==> config.mk <==
export PLATFORM = sky130hd
export DESIGN_NAME = aline_config_bank
export DESIGN_NICKNAME = d
export VERILOG_FILES = /design/src/rtl/aline_config_bank.sv
export SDC_FILE = /design/constraint.sdc
export NUM_CORES = 2
export LEC_CHECK = 0
export CAP_MARGIN = 5
export CORE_UTILIZATION = 55
export CTS_CLUSTER_SIZE = 25
export DETAILED_ROUTE_END_ITERATION = 10
export PLACE_DENSITY = 0.78
export SYNTH_ARGS = -nofsm -noshare
export SYNTH_HDL_FRONTEND = slang
export SYNTH_SLANG_ARGS = --single-unit
==> constraint.sdc <==
create_clock -name clk -period 25.3 [get_ports clk]
set_clock_uncertainty 0.1 [all_clocks]
set_input_delay 3.795 -clock clk [delete_from_list [all_inputs] [get_ports clk]]
set_output_delay 3.795 -clock clk [all_outputs]
set_load 0.01 [all_outputs]
==> src/rtl/aline_config_bank.sv <==
`default_nettype none
// ============================================================================
// Module      : aline_config_bank
// Description : UART-fed packet parser that loads a per-A-line bank of
//               transmit configurations (channel select, pulse shape and
//               per-channel delays) and reads one entry onto the outputs.
// Ports       : clk, rst (async, active-high)
//               uart_data/new_data/wr_en  - byte input path
//               rd_en/which_aline         - bank read request
//               intaking_configs, current_state, err_count - parser status
//               channel_select, pulse_shape, ch_delays, aline_valid,
//               updating_delays           - registered read outputs
// Revision    : 1.0 - initial release
// ============================================================================
module aline_config_bank #(
  parameter int         NUM_CH      = 8,
  parameter int         NUM_ALINES  = 16,
  parameter int         TIMEOUT_CYC = 100000,
  parameter logic [7:0] HDR         = 8'hA5,
  localparam int        AW          = $clog2(NUM_ALINES)
) (
  input  logic                 clk,
  input  logic                 rst,
  input  logic [7:0]           uart_data,
  input  logic                 new_data,
  input  logic                 wr_en,
  input  logic                 rd_en,
  input  logic [AW-1:0]        which_aline,
  output logic                 intaking_configs,
  output logic                 updating_delays,
  output logic [3:0]           current_state,
  output logic [7:0]           channel_select,
  output logic [31:0]          pulse_shape,
  output logic [NUM_CH*16-1:0] ch_delays,
  output logic                 aline_valid,
  output logic [7:0]           err_count
);

  localparam int DW   = NUM_CH * 16;
  localparam int NDLY = 2 * NUM_CH;
  localparam int TW   = $clog2(TIMEOUT_CYC + 1);

  typedef enum logic [3:0] {
    S_IDLE      = 4'd0,
    S_GET_ALINE = 4'd1,
    S_GET_CHSEL = 4'd2,
    S_GET_PULSE = 4'd3,
    S_GET_DELAY = 4'd4,
    S_GET_CSUM  = 4'd5,
    S_COMMIT    = 4'd6,
    S_DROP      = 4'd7
  } state_t;

  state_t                r_state;
  logic                  r_new_q;
  logic [5:0]            r_cnt;
  logic [TW-1:0]         r_to;
  logic [7:0]            r_csum;
  logic [7:0]            r_sh_aline;
  logic [7:0]            r_sh_chsel;
  logic [31:0]           r_sh_pulse;
  logic [DW-1:0]         r_sh_dly;
  logic [NUM_ALINES-1:0] r_valid;
  logic [7:0]            r_err;

  logic [7:0]            bank_chsel [NUM_ALINES];
  logic [31:0]           bank_pulse [NUM_ALINES];
  logic [DW-1:0]         bank_dly   [NUM_ALINES];

  logic                  w_byte;
  logic                  w_in_get;
  logic                  w_to_hit;
  logic                  w_fwd;
  logic                  w_rd_ok;
  logic [7:0]            w_rd_chsel;
  logic [31:0]           w_rd_pulse;
  logic [DW-1:0]         w_rd_dly;
  logic                  w_rd_valid;

  // One byte per rising edge of new_data, and only while writes are enabled.
  assign w_byte   = new_data & ~r_new_q & wr_en;
  assign w_in_get = (r_state inside {S_GET_ALINE, S_GET_CHSEL, S_GET_PULSE,
                                     S_GET_DELAY, S_GET_CSUM});
  assign w_to_hit = (r_to == TW'(TIMEOUT_CYC - 1));

  // --------------------------------------------------------------------------
  // Packet parser
  // --------------------------------------------------------------------------
  always_ff @(posedge clk or posedge rst) begin
    if (rst) begin
      r_state    <= S_IDLE;
      r_new_q    <= 1'b0;
      r_cnt      <= '0;
      r_to       <= '0;
      r_csum     <= '0;
      r_sh_aline <= '0;
      r_sh_chsel <= '0;
      r_sh_pulse <= '0;
      r_sh_dly   <= '0;
      r_valid    <= '0;
      r_err      <= '0;
    end else begin
      r_new_q <= new_data;

      // Idle-gap watchdog shared by all GET states. A state arm below that
      // accepts a byte overrides the DROP transition (it cannot coincide).
      if (w_in_get) begin
        if (w_byte) begin
          r_to   <= '0;
          r_csum <= r_csum ^ uart_data;
        end else if (w_to_hit) begin
          r_state <= S_DROP;
        end else begin
          r_to <= r_to + 1'b1;
        end
      end

      case (r_state)
        S_IDLE: begin
          r_cnt <= '0;
          r_to  <= '0;
          if (w_byte && (uart_data == HDR)) begin
            r_csum  <= '0;
            r_state <= S_GET_ALINE;
          end
        end
        S_GET_ALINE: if (w_byte) begin
          r_sh_aline <= uart_data;
          r_state    <= S_GET_CHSEL;
        end
        S_GET_CHSEL: if (w_byte) begin
          r_sh_chsel <= uart_data;
          r_cnt      <= '0;
          r_state    <= S_GET_PULSE;
        end
        S_GET_PULSE: if (w_byte) begin
          r_sh_pulse <= {r_sh_pulse[23:0], uart_data};
          if (r_cnt == 6'd3) begin
            r_cnt   <= '0;
            r_state <= S_GET_DELAY;
          end else begin
            r_cnt <= r_cnt + 6'd1;
          end
        end
        S_GET_DELAY: if (w_byte) begin
          // Even byte count = MSB of channel cnt/2, odd = LSB.
          for (int k = 0; k < NUM_CH; k++) begin
            if (r_cnt[5:1] == 5'(k)) begin
              if (r_cnt[0]) r_sh_dly[16*k +: 8]     <= uart_data;
              else          r_sh_dly[16*k + 8 +: 8] <= uart_data;
            end
          end
          if (r_cnt == 6'(NDLY - 1)) begin
            r_cnt   <= '0;
            r_state <= S_GET_CSUM;
          end else begin
            r_cnt <= r_cnt + 6'd1;
          end
        end
        S_GET_CSUM: if (w_byte) begin
          if ((uart_data == r_csum) && (r_sh_aline < 8'(NUM_ALINES)))
            r_state <= S_COMMIT;
          else
            r_state <= S_DROP;
        end
        S_COMMIT: begin
          r_valid[r_sh_aline[AW-1:0]] <= 1'b1;
          r_state <= S_IDLE;
        end
        S_DROP: begin
          if (r_err != 8'hFF) r_err <= r_err + 8'd1;
          r_state <= S_IDLE;
        end
        default: r_state <= S_IDLE;
      endcase
    end
  end

  // Bank storage is deliberately not reset; the valid bits qualify it.
  always_ff @(posedge clk) begin
    if (r_state == S_COMMIT) begin
      bank_chsel[r_sh_aline[AW-1:0]] <= r_sh_chsel;
      bank_pulse[r_sh_aline[AW-1:0]] <= r_sh_pulse;
      bank_dly[r_sh_aline[AW-1:0]]   <= r_sh_dly;
    end
  end

  // --------------------------------------------------------------------------
  // Read path: a read of the entry being committed this cycle sees the
  // shadow registers (write-first).
  // --------------------------------------------------------------------------
  assign w_fwd   = (r_state == S_COMMIT) && (r_sh_aline == 8'(which_aline));
  assign w_rd_ok = (32'(which_aline) < 32'(NUM_ALINES));

  always_comb begin
    w_rd_chsel = '0;
    w_rd_pulse = '0;
    w_rd_dly   = '0;
    w_rd_valid = 1'b0;
    if (w_fwd) begin
      w_rd_chsel = r_sh_chsel;
      w_rd_pulse = r_sh_pulse;
      w_rd_dly   = r_sh_dly;
      w_rd_valid = 1'b1;
    end else if (w_rd_ok) begin
      w_rd_chsel = bank_chsel[which_aline];
      w_rd_pulse = bank_pulse[which_aline];
      w_rd_dly   = bank_dly[which_aline];
      w_rd_valid = r_valid[which_aline];
    end
  end

  always_ff @(posedge clk or posedge rst) begin
    if (rst) begin
      updating_delays <= 1'b0;
      channel_select  <= '0;
      pulse_shape     <= '0;
      ch_delays       <= '0;
      aline_valid     <= 1'b0;
    end else begin
      updating_delays <= rd_en;
      if (rd_en) begin
        channel_select <= w_rd_chsel;
        pulse_shape    <= w_rd_pulse;
        ch_delays      <= w_rd_dly;
        aline_valid    <= w_rd_valid;
      end
    end
  end

  assign intaking_configs = (r_state != S_IDLE);
  assign current_state    = r_state;
  assign err_count        = r_err;

endmodule
`default_nettype wire

==> flow_summary.html <==
<table>
<tr><th>Metric</th><th>Value</th></tr>
<tr><th colspan="2">Worst setup path</th></tr>
<tr><td>Required time at the endpoint of the critical path</td><td>about 26 ns</td></tr>
<tr><td>WP buf/inv</td><td>6</td></tr>
<tr><td>Cell with the largest stage delay on the worst path</td><td>sky130_fd_sc_hd__buf_4</td></tr>
<tr><td>Data arrival time of the worst path</td><td>9.79 ns</td></tr>
<tr><td>Largest fanout of any net on the critical path</td><td>54</td></tr>
<tr><td>Cells along the critical path</td><td>buf_8, buf_4, buf_4, buf_4, buf_4, buf_4, mux4_2, mux4_2, a221o_1</td></tr>
<tr><td>CP dominant cell by count</td><td>sky130_fd_sc_hd__buf_4</td></tr>
<tr><td>Kind of capture point of the worst setup path</td><td>flop</td></tr>
<tr><td>Sort of element at the start of the critical path</td><td>input pin</td></tr>
<tr><td>Delay of the slowest cell on the worst path</td><td>slightly above 0.9 ns</td></tr>
<tr><td>Setup slack of the most critical reg-to-reg path</td><td>20.14 ns</td></tr>
<tr><td>Worst setup path class</td><td>in -&gt; reg</td></tr>
<tr><td>Crit path max-delay family</td><td>buffers and inverters</td></tr>
<tr><th colspan="2">CTS</th></tr>
<tr><td>Maximum buffer depth of the clock tree</td><td>4</td></tr>
<tr><td>Number of buffers inserted for hold repair after clock tree synthesis</td><td>0</td></tr>
<tr><td>Post-CTS setup repair buffer count</td><td>0</td></tr>
<tr><td>Inserted Clock Buffers</td><td>slightly above 300</td></tr>
<tr><td>Sink count of the clock tree</td><td>around 3.1k</td></tr>
<tr><td>Root Buffer</td><td>sky130_fd_sc_hd__clkbuf_16</td></tr>
<tr><td>Clock tree from TritonCTS</td><td>yes</td></tr>
<tr><td>H-Tree Level Count</td><td>5</td></tr>
<tr><td>CTS clock-pin slew for the worst setup and hold paths</td><td>~0.060 ns</td></tr>
<tr><td>Count of instances resized after the clock tree is built</td><td>0</td></tr>
<tr><td>Clock latency on the worst-skew pair</td><td>roughly 0.94 ns</td></tr>
<tr><th colspan="2">Cells and area</th></tr>
<tr><td>Share of post-route cells with drive strength above 1</td><td>0.284</td></tr>
<tr><td>Area delta synth-&gt;final</td><td>12.8%</td></tr>
<tr><td>Number of nets at the end of the flow</td><td>roughly 5.6k</td></tr>
<tr><td>Commonest non-fill, non-tap cells in the layout</td><td>2,688 x sky130_fd_sc_hd__edfxtp_1, 759 x sky130_fd_sc_hd__mux4_2, 406 x sky130_fd_sc_hd__dfrtp_1</td></tr>
<tr><td>Most common cell after layout, fill and taps aside</td><td>sky130_fd_sc_hd__edfxtp_1</td></tr>
<tr><th colspan="2">STA</th></tr>
<tr><td>Final period util</td><td>0.360</td></tr>
<tr><td>Worst hold slack after final layout</td><td>approximately 0.37 ns</td></tr>
<tr><td>Count of endpoints failing setup in the final report</td><td>0</td></tr>
<tr><td>Highest clock rate</td><td>110 MHz</td></tr>
<tr><td>Total negative slack for setup checks</td><td>0 ns</td></tr>
<tr><td>Unrepaired setup endpoints after global routing</td><td>false</td></tr>
<tr><td>Worst Max-Slew Pin Slew</td><td>about 1.2 ns</td></tr>
<tr><td>Final worst path period need</td><td>roughly 9.1 ns</td></tr>
<tr><td>Final Slew Violations</td><td>0</td></tr>
<tr><td>Total count of hold-check failures in the final report</td><td>0</td></tr>
<tr><td>Worst max-slew margin expressed relative to the limit</td><td>0.228</td></tr>
<tr><th colspan="2">Die</th></tr>
<tr><td>Die X-Extent</td><td>466 um</td></tr>
<tr><td>Number of placed I/O pins</td><td>200</td></tr>
<tr><td>Area of the core</td><td>roughly 0.21 mm^2</td></tr>
<tr><td>Initial core utilization</td><td>0.556</td></tr>
<tr><td>Number of core rows</td><td>169</td></tr>
<tr><td>Die Footprint</td><td>between 0.2 and 0.25 mm^2</td></tr>
<tr><td>DIE HEIGHT</td><td>466 um</td></tr>
<tr><th colspan="2">Logic synthesis</th></tr>
<tr><td>Per-instance average area after synthesis</td><td>between 20 and 25 um^2</td></tr>
<tr><td>Sequential area share after synthesis</td><td>0.767</td></tr>
<tr><td>Register bit total from synthesis</td><td>~3.1k</td></tr>
<tr><td>Fraction of synthesized cell area taken by the top area cell type</td><td>0.681</td></tr>
<tr><td>Count of different cell masters after synthesis</td><td>62</td></tr>
<tr><td>Library cell occupying the most area in the post-synthesis netlist</td><td>sky130_fd_sc_hd__edfxtp_1</td></tr>
<tr><td>Top FF cell, synth</td><td>sky130_fd_sc_hd__edfxtp_1</td></tr>
<tr><td>Ys Warns</td><td>0</td></tr>
<tr><td>Synthesized instance count</td><td>~5.3k</td></tr>
<tr><td>Cell area after synthesis</td><td>around 0.12 mm^2</td></tr>
<tr><td>Fraction of synthesis flops using an asynchronous set or reset pin</td><td>0.131</td></tr>
<tr><td>Number of enable-type register cells in the synthesized netlist</td><td>~2.7k</td></tr>
<tr><td>Ranking of synthesized cells by area</td><td>sky130_fd_sc_hd__edfxtp_1 68%, sky130_fd_sc_hd__mux4_2 14%, sky130_fd_sc_hd__dfrtp_1 8.6%</td></tr>
<tr><td>Mapped Nets</td><td>between 5k and 6k</td></tr>
<tr><th colspan="2">Power and ir drop</th></tr>
<tr><td>Switching power summed over all nets</td><td>between 2 and 2.5 mW</td></tr>
<tr><td>Peak supply drop</td><td>approximately 0.000075 V</td></tr>
<tr><td>Internal power of the cells</td><td>~8.4 mW</td></tr>
<tr><td>Total power after layout</td><td>10.6 mW</td></tr>
<tr><td>Switching Share</td><td>0.206</td></tr>
<tr><td>Part of the power in registers</td><td>0.525</td></tr>
<tr><td>Clock group share of total power</td><td>0.424</td></tr>
<tr><td>Leakage</td><td>44.3 nW</td></tr>
<tr><td>Ratio of total power to cell area</td><td>79.5 mW/mm^2</td></tr>
<tr><td>Comb power frac</td><td>0.050</td></tr>
<tr><th colspan="2">Route</th></tr>
<tr><td>Uppermost layer routed</td><td>met5</td></tr>
<tr><td>Avg Vias per Cell</td><td>6.75</td></tr>
<tr><td>Post-route DRC</td><td>0</td></tr>
<tr><td>First-pass iteration count of the detailed router</td><td>6</td></tr>
<tr><td>Detailed route wirelength on metal3</td><td>~32,000 um</td></tr>
<tr><td>Wirelength per Cell</td><td>33.6 um</td></tr>
<tr><td>Antenna Nets Post-Route</td><td>0</td></tr>
<tr><td>Total routed wire length on the met1 layer</td><td>roughly 110,000 um</td></tr>
<tr><td>Detailed-routed wire length on met2</td><td>~140,000 um</td></tr>
<tr><td>Initial drt markers</td><td>between 8k and 9k</td></tr>
<tr><td>Total detailed-routing wirelength</td><td>just under 300,000 um</td></tr>
<tr><td>Via total after detailed routing</td><td>between 50k and 60k</td></tr>
<tr><th colspan="2">Place</th></tr>
<tr><td>Routability congestion estimate from global placement</td><td>between 0.7 and 0.8</td></tr>
<tr><td>Count of port buffers added during placement</td><td>about 200</td></tr>
<tr><td>DP Wirelength</td><td>around 140,000 um</td></tr>
<tr><th colspan="2">Run</th></tr>
<tr><td># Max-Cap Violations</td><td>0</td></tr>
<tr><th colspan="2">GRT</th></tr>
<tr><td>Pin count of the biggest net entering global routing</td><td>roughly 140</td></tr>
<tr><td>Vias in the first global route</td><td>60.1k</td></tr>
<tr><td>Remaining Overflow, GRT</td><td>0</td></tr>
<tr><td>Number of antenna violations at the first check in global routing</td><td>15</td></tr>
<tr><td>Global-route wire length before repair</td><td>421,000 um</td></tr>
<tr><td>GRT Util Overall</td><td>0.270</td></tr>
<tr><th colspan="2">Outcome</th></tr>
<tr><td>Run status</td><td>finished clean</td></tr>
<tr><th colspan="2">Worst hold path</th></tr>
<tr><td>Tightest Hold Check Type</td><td>reg -&gt; reg</td></tr>
</table>
[power by group through the flow]
stage / sequential [mW] / clock, mW / combinational (mW)
after floorplan: 5.67 / 0 / 0.336
after global placement: 5.69 / 0 / 0.526
after detailed placement: 5.69 / 0 / 0.534
after CTS: 5.58 / 4.55 / 0.541
after global routing: 5.58 / 4.72 / 0.569
final: 5.58 / 4.51 / 0.537
[synth_stat cells (3+ instances only)]
| cell | instances |
|---|---|
| sky130_fd_sc_hd__a2111o_1 | 4 |
| sky130_fd_sc_hd__a211oi_1 | 35 |
| sky130_fd_sc_hd__a21oi_1 | 63 |
| sky130_fd_sc_hd__a221o_1 | 138 |
| sky130_fd_sc_hd__a222oi_1 | 19 |
| sky130_fd_sc_hd__a31oi_1 | 4 |
| sky130_fd_sc_hd__and3_1 | 6 |
| sky130_fd_sc_hd__buf_1 | 36 |
| sky130_fd_sc_hd__buf_2 | 81 |
| sky130_fd_sc_hd__buf_4 | 11 |
| sky130_fd_sc_hd__buf_6 | 25 |
| sky130_fd_sc_hd__clkbuf_1 | 148 |
| sky130_fd_sc_hd__dfrtp_1 | 406 |
| sky130_fd_sc_hd__edfxtp_1 | 2688 |
| sky130_fd_sc_hd__ha_1 | 3 |
| sky130_fd_sc_hd__inv_1 | 7 |
| sky130_fd_sc_hd__mux2_2 | 250 |
| sky130_fd_sc_hd__mux2i_1 | 73 |
| sky130_fd_sc_hd__mux4_2 | 759 |
| sky130_fd_sc_hd__nand2_1 | 50 |
| sky130_fd_sc_hd__nand2b_1 | 16 |
| sky130_fd_sc_hd__nand3_1 | 15 |
| sky130_fd_sc_hd__nand3b_1 | 3 |
| sky130_fd_sc_hd__nand4_1 | 8 |
| sky130_fd_sc_hd__nor2_1 | 46 |
| sky130_fd_sc_hd__nor2_2 | 6 |
| sky130_fd_sc_hd__nor2b_1 | 192 |
| sky130_fd_sc_hd__nor3_1 | 17 |
| sky130_fd_sc_hd__nor3_2 | 3 |
| sky130_fd_sc_hd__o2111ai_1 | 6 |
| sky130_fd_sc_hd__o21ai_0 | 48 |
| sky130_fd_sc_hd__o221a_2 | 10 |
| sky130_fd_sc_hd__or2_2 | 27 |
| sky130_fd_sc_hd__or3_1 | 5 |
| sky130_fd_sc_hd__xnor2_1 | 12 |
| sky130_fd_sc_hd__xor2_1 | 18 |
[per-stage QoR]
step	setup slack [ns]	util	std cells	area (um^2)
2_1_floorplan	10.11	-	5274	118000
3_3_place_gp	15.15	0.580	8104	124000
3_5_place_dp	15.07	0.580	8104	124000
4_1_cts	16.07	0.627	8655	134000
5_1_grt	15.65	0.627	8655	134000
6_report	16.20	0.627	8665	134000
[sequential cells by signal, indices dropped and copies added, names as in the netlist, 8 cells and up]
register and count:
bank_dly 2048, bank_pulse 512, bank_chsel 128, ch_delays 128, r_sh_dly 128, pulse_shape 32, r_sh_pulse 32, r_to 17
r_valid 16, channel_select 8, err_count 8, r_csum 8, r_sh_aline 8, r_sh_chsel 8
[logic make-up after synthesis]
family	after synthesis	synth area share
adder cells (fa/ha/maj)	3	0.000317
AO/OA/AOI/OAI	346	0.0235
flip-flops	3094	0.767
buffers and inverters	309	0.0126
AND/OR/NAND/NOR	409	0.0199
XOR/XNOR	30	0.00222
other	1	0.0000317
multiplexers	1082	0.174
[worst reg2reg max path, stage by stage (launching register included)]
cell	delay (ns)
sky130_fd_sc_hd__dfrtp_1	0.80
sky130_fd_sc_hd__nand2b_1	0.46
sky130_fd_sc_hd__nor2_1	0.33
sky130_fd_sc_hd__nand3_1	0.37
sky130_fd_sc_hd__nor2_4	0.96
sky130_fd_sc_hd__buf_4	0.79
sky130_fd_sc_hd__buf_4	0.93
[metal layers]
| metal | GRT usage | vias up |
|---|---|---|
| li1 | - | 22800 |
| met1 | 0.371 | 31100 |
| met2 | 0.437 | 4003 |
| met3 | 0.0564 | 582 |
| met4 | 0.0869 | 8 |
| met5 | 0 | - |
[worst paths after layout]
kind,startpoint,end,cells past startpoint
setup / recovery,which_aline[0],ch_delays[6],9
hold / removal,r_valid[7],r_valid[7],1
setup reg to reg,current_state[2],bank_dly[7][39],6
hold reg to reg,r_valid[7],r_valid[7],1
max in group asynchronous,rst,pulse_shape[23],5
min in group asynchronous,rst,ch_delays[21],2
[final cells by class]
| cell class | count | area [um^2] |
|---|---|---|
| repair buffers | 311 | 3030 |
| diodes | 10 | 25.0 |
| clock buffers | 413 | 8590 |
| flip-flops and latches | 3094 | 90900 |
| well taps | 2821 | 3530 |
| multi-input cells | 1871 | 26200 |
| inverters | 7 | 33.8 |
| fillers | 13500 | 79500 |
| clock inverters | 138 | 1330 |
(Power assumes the default switching activity.)
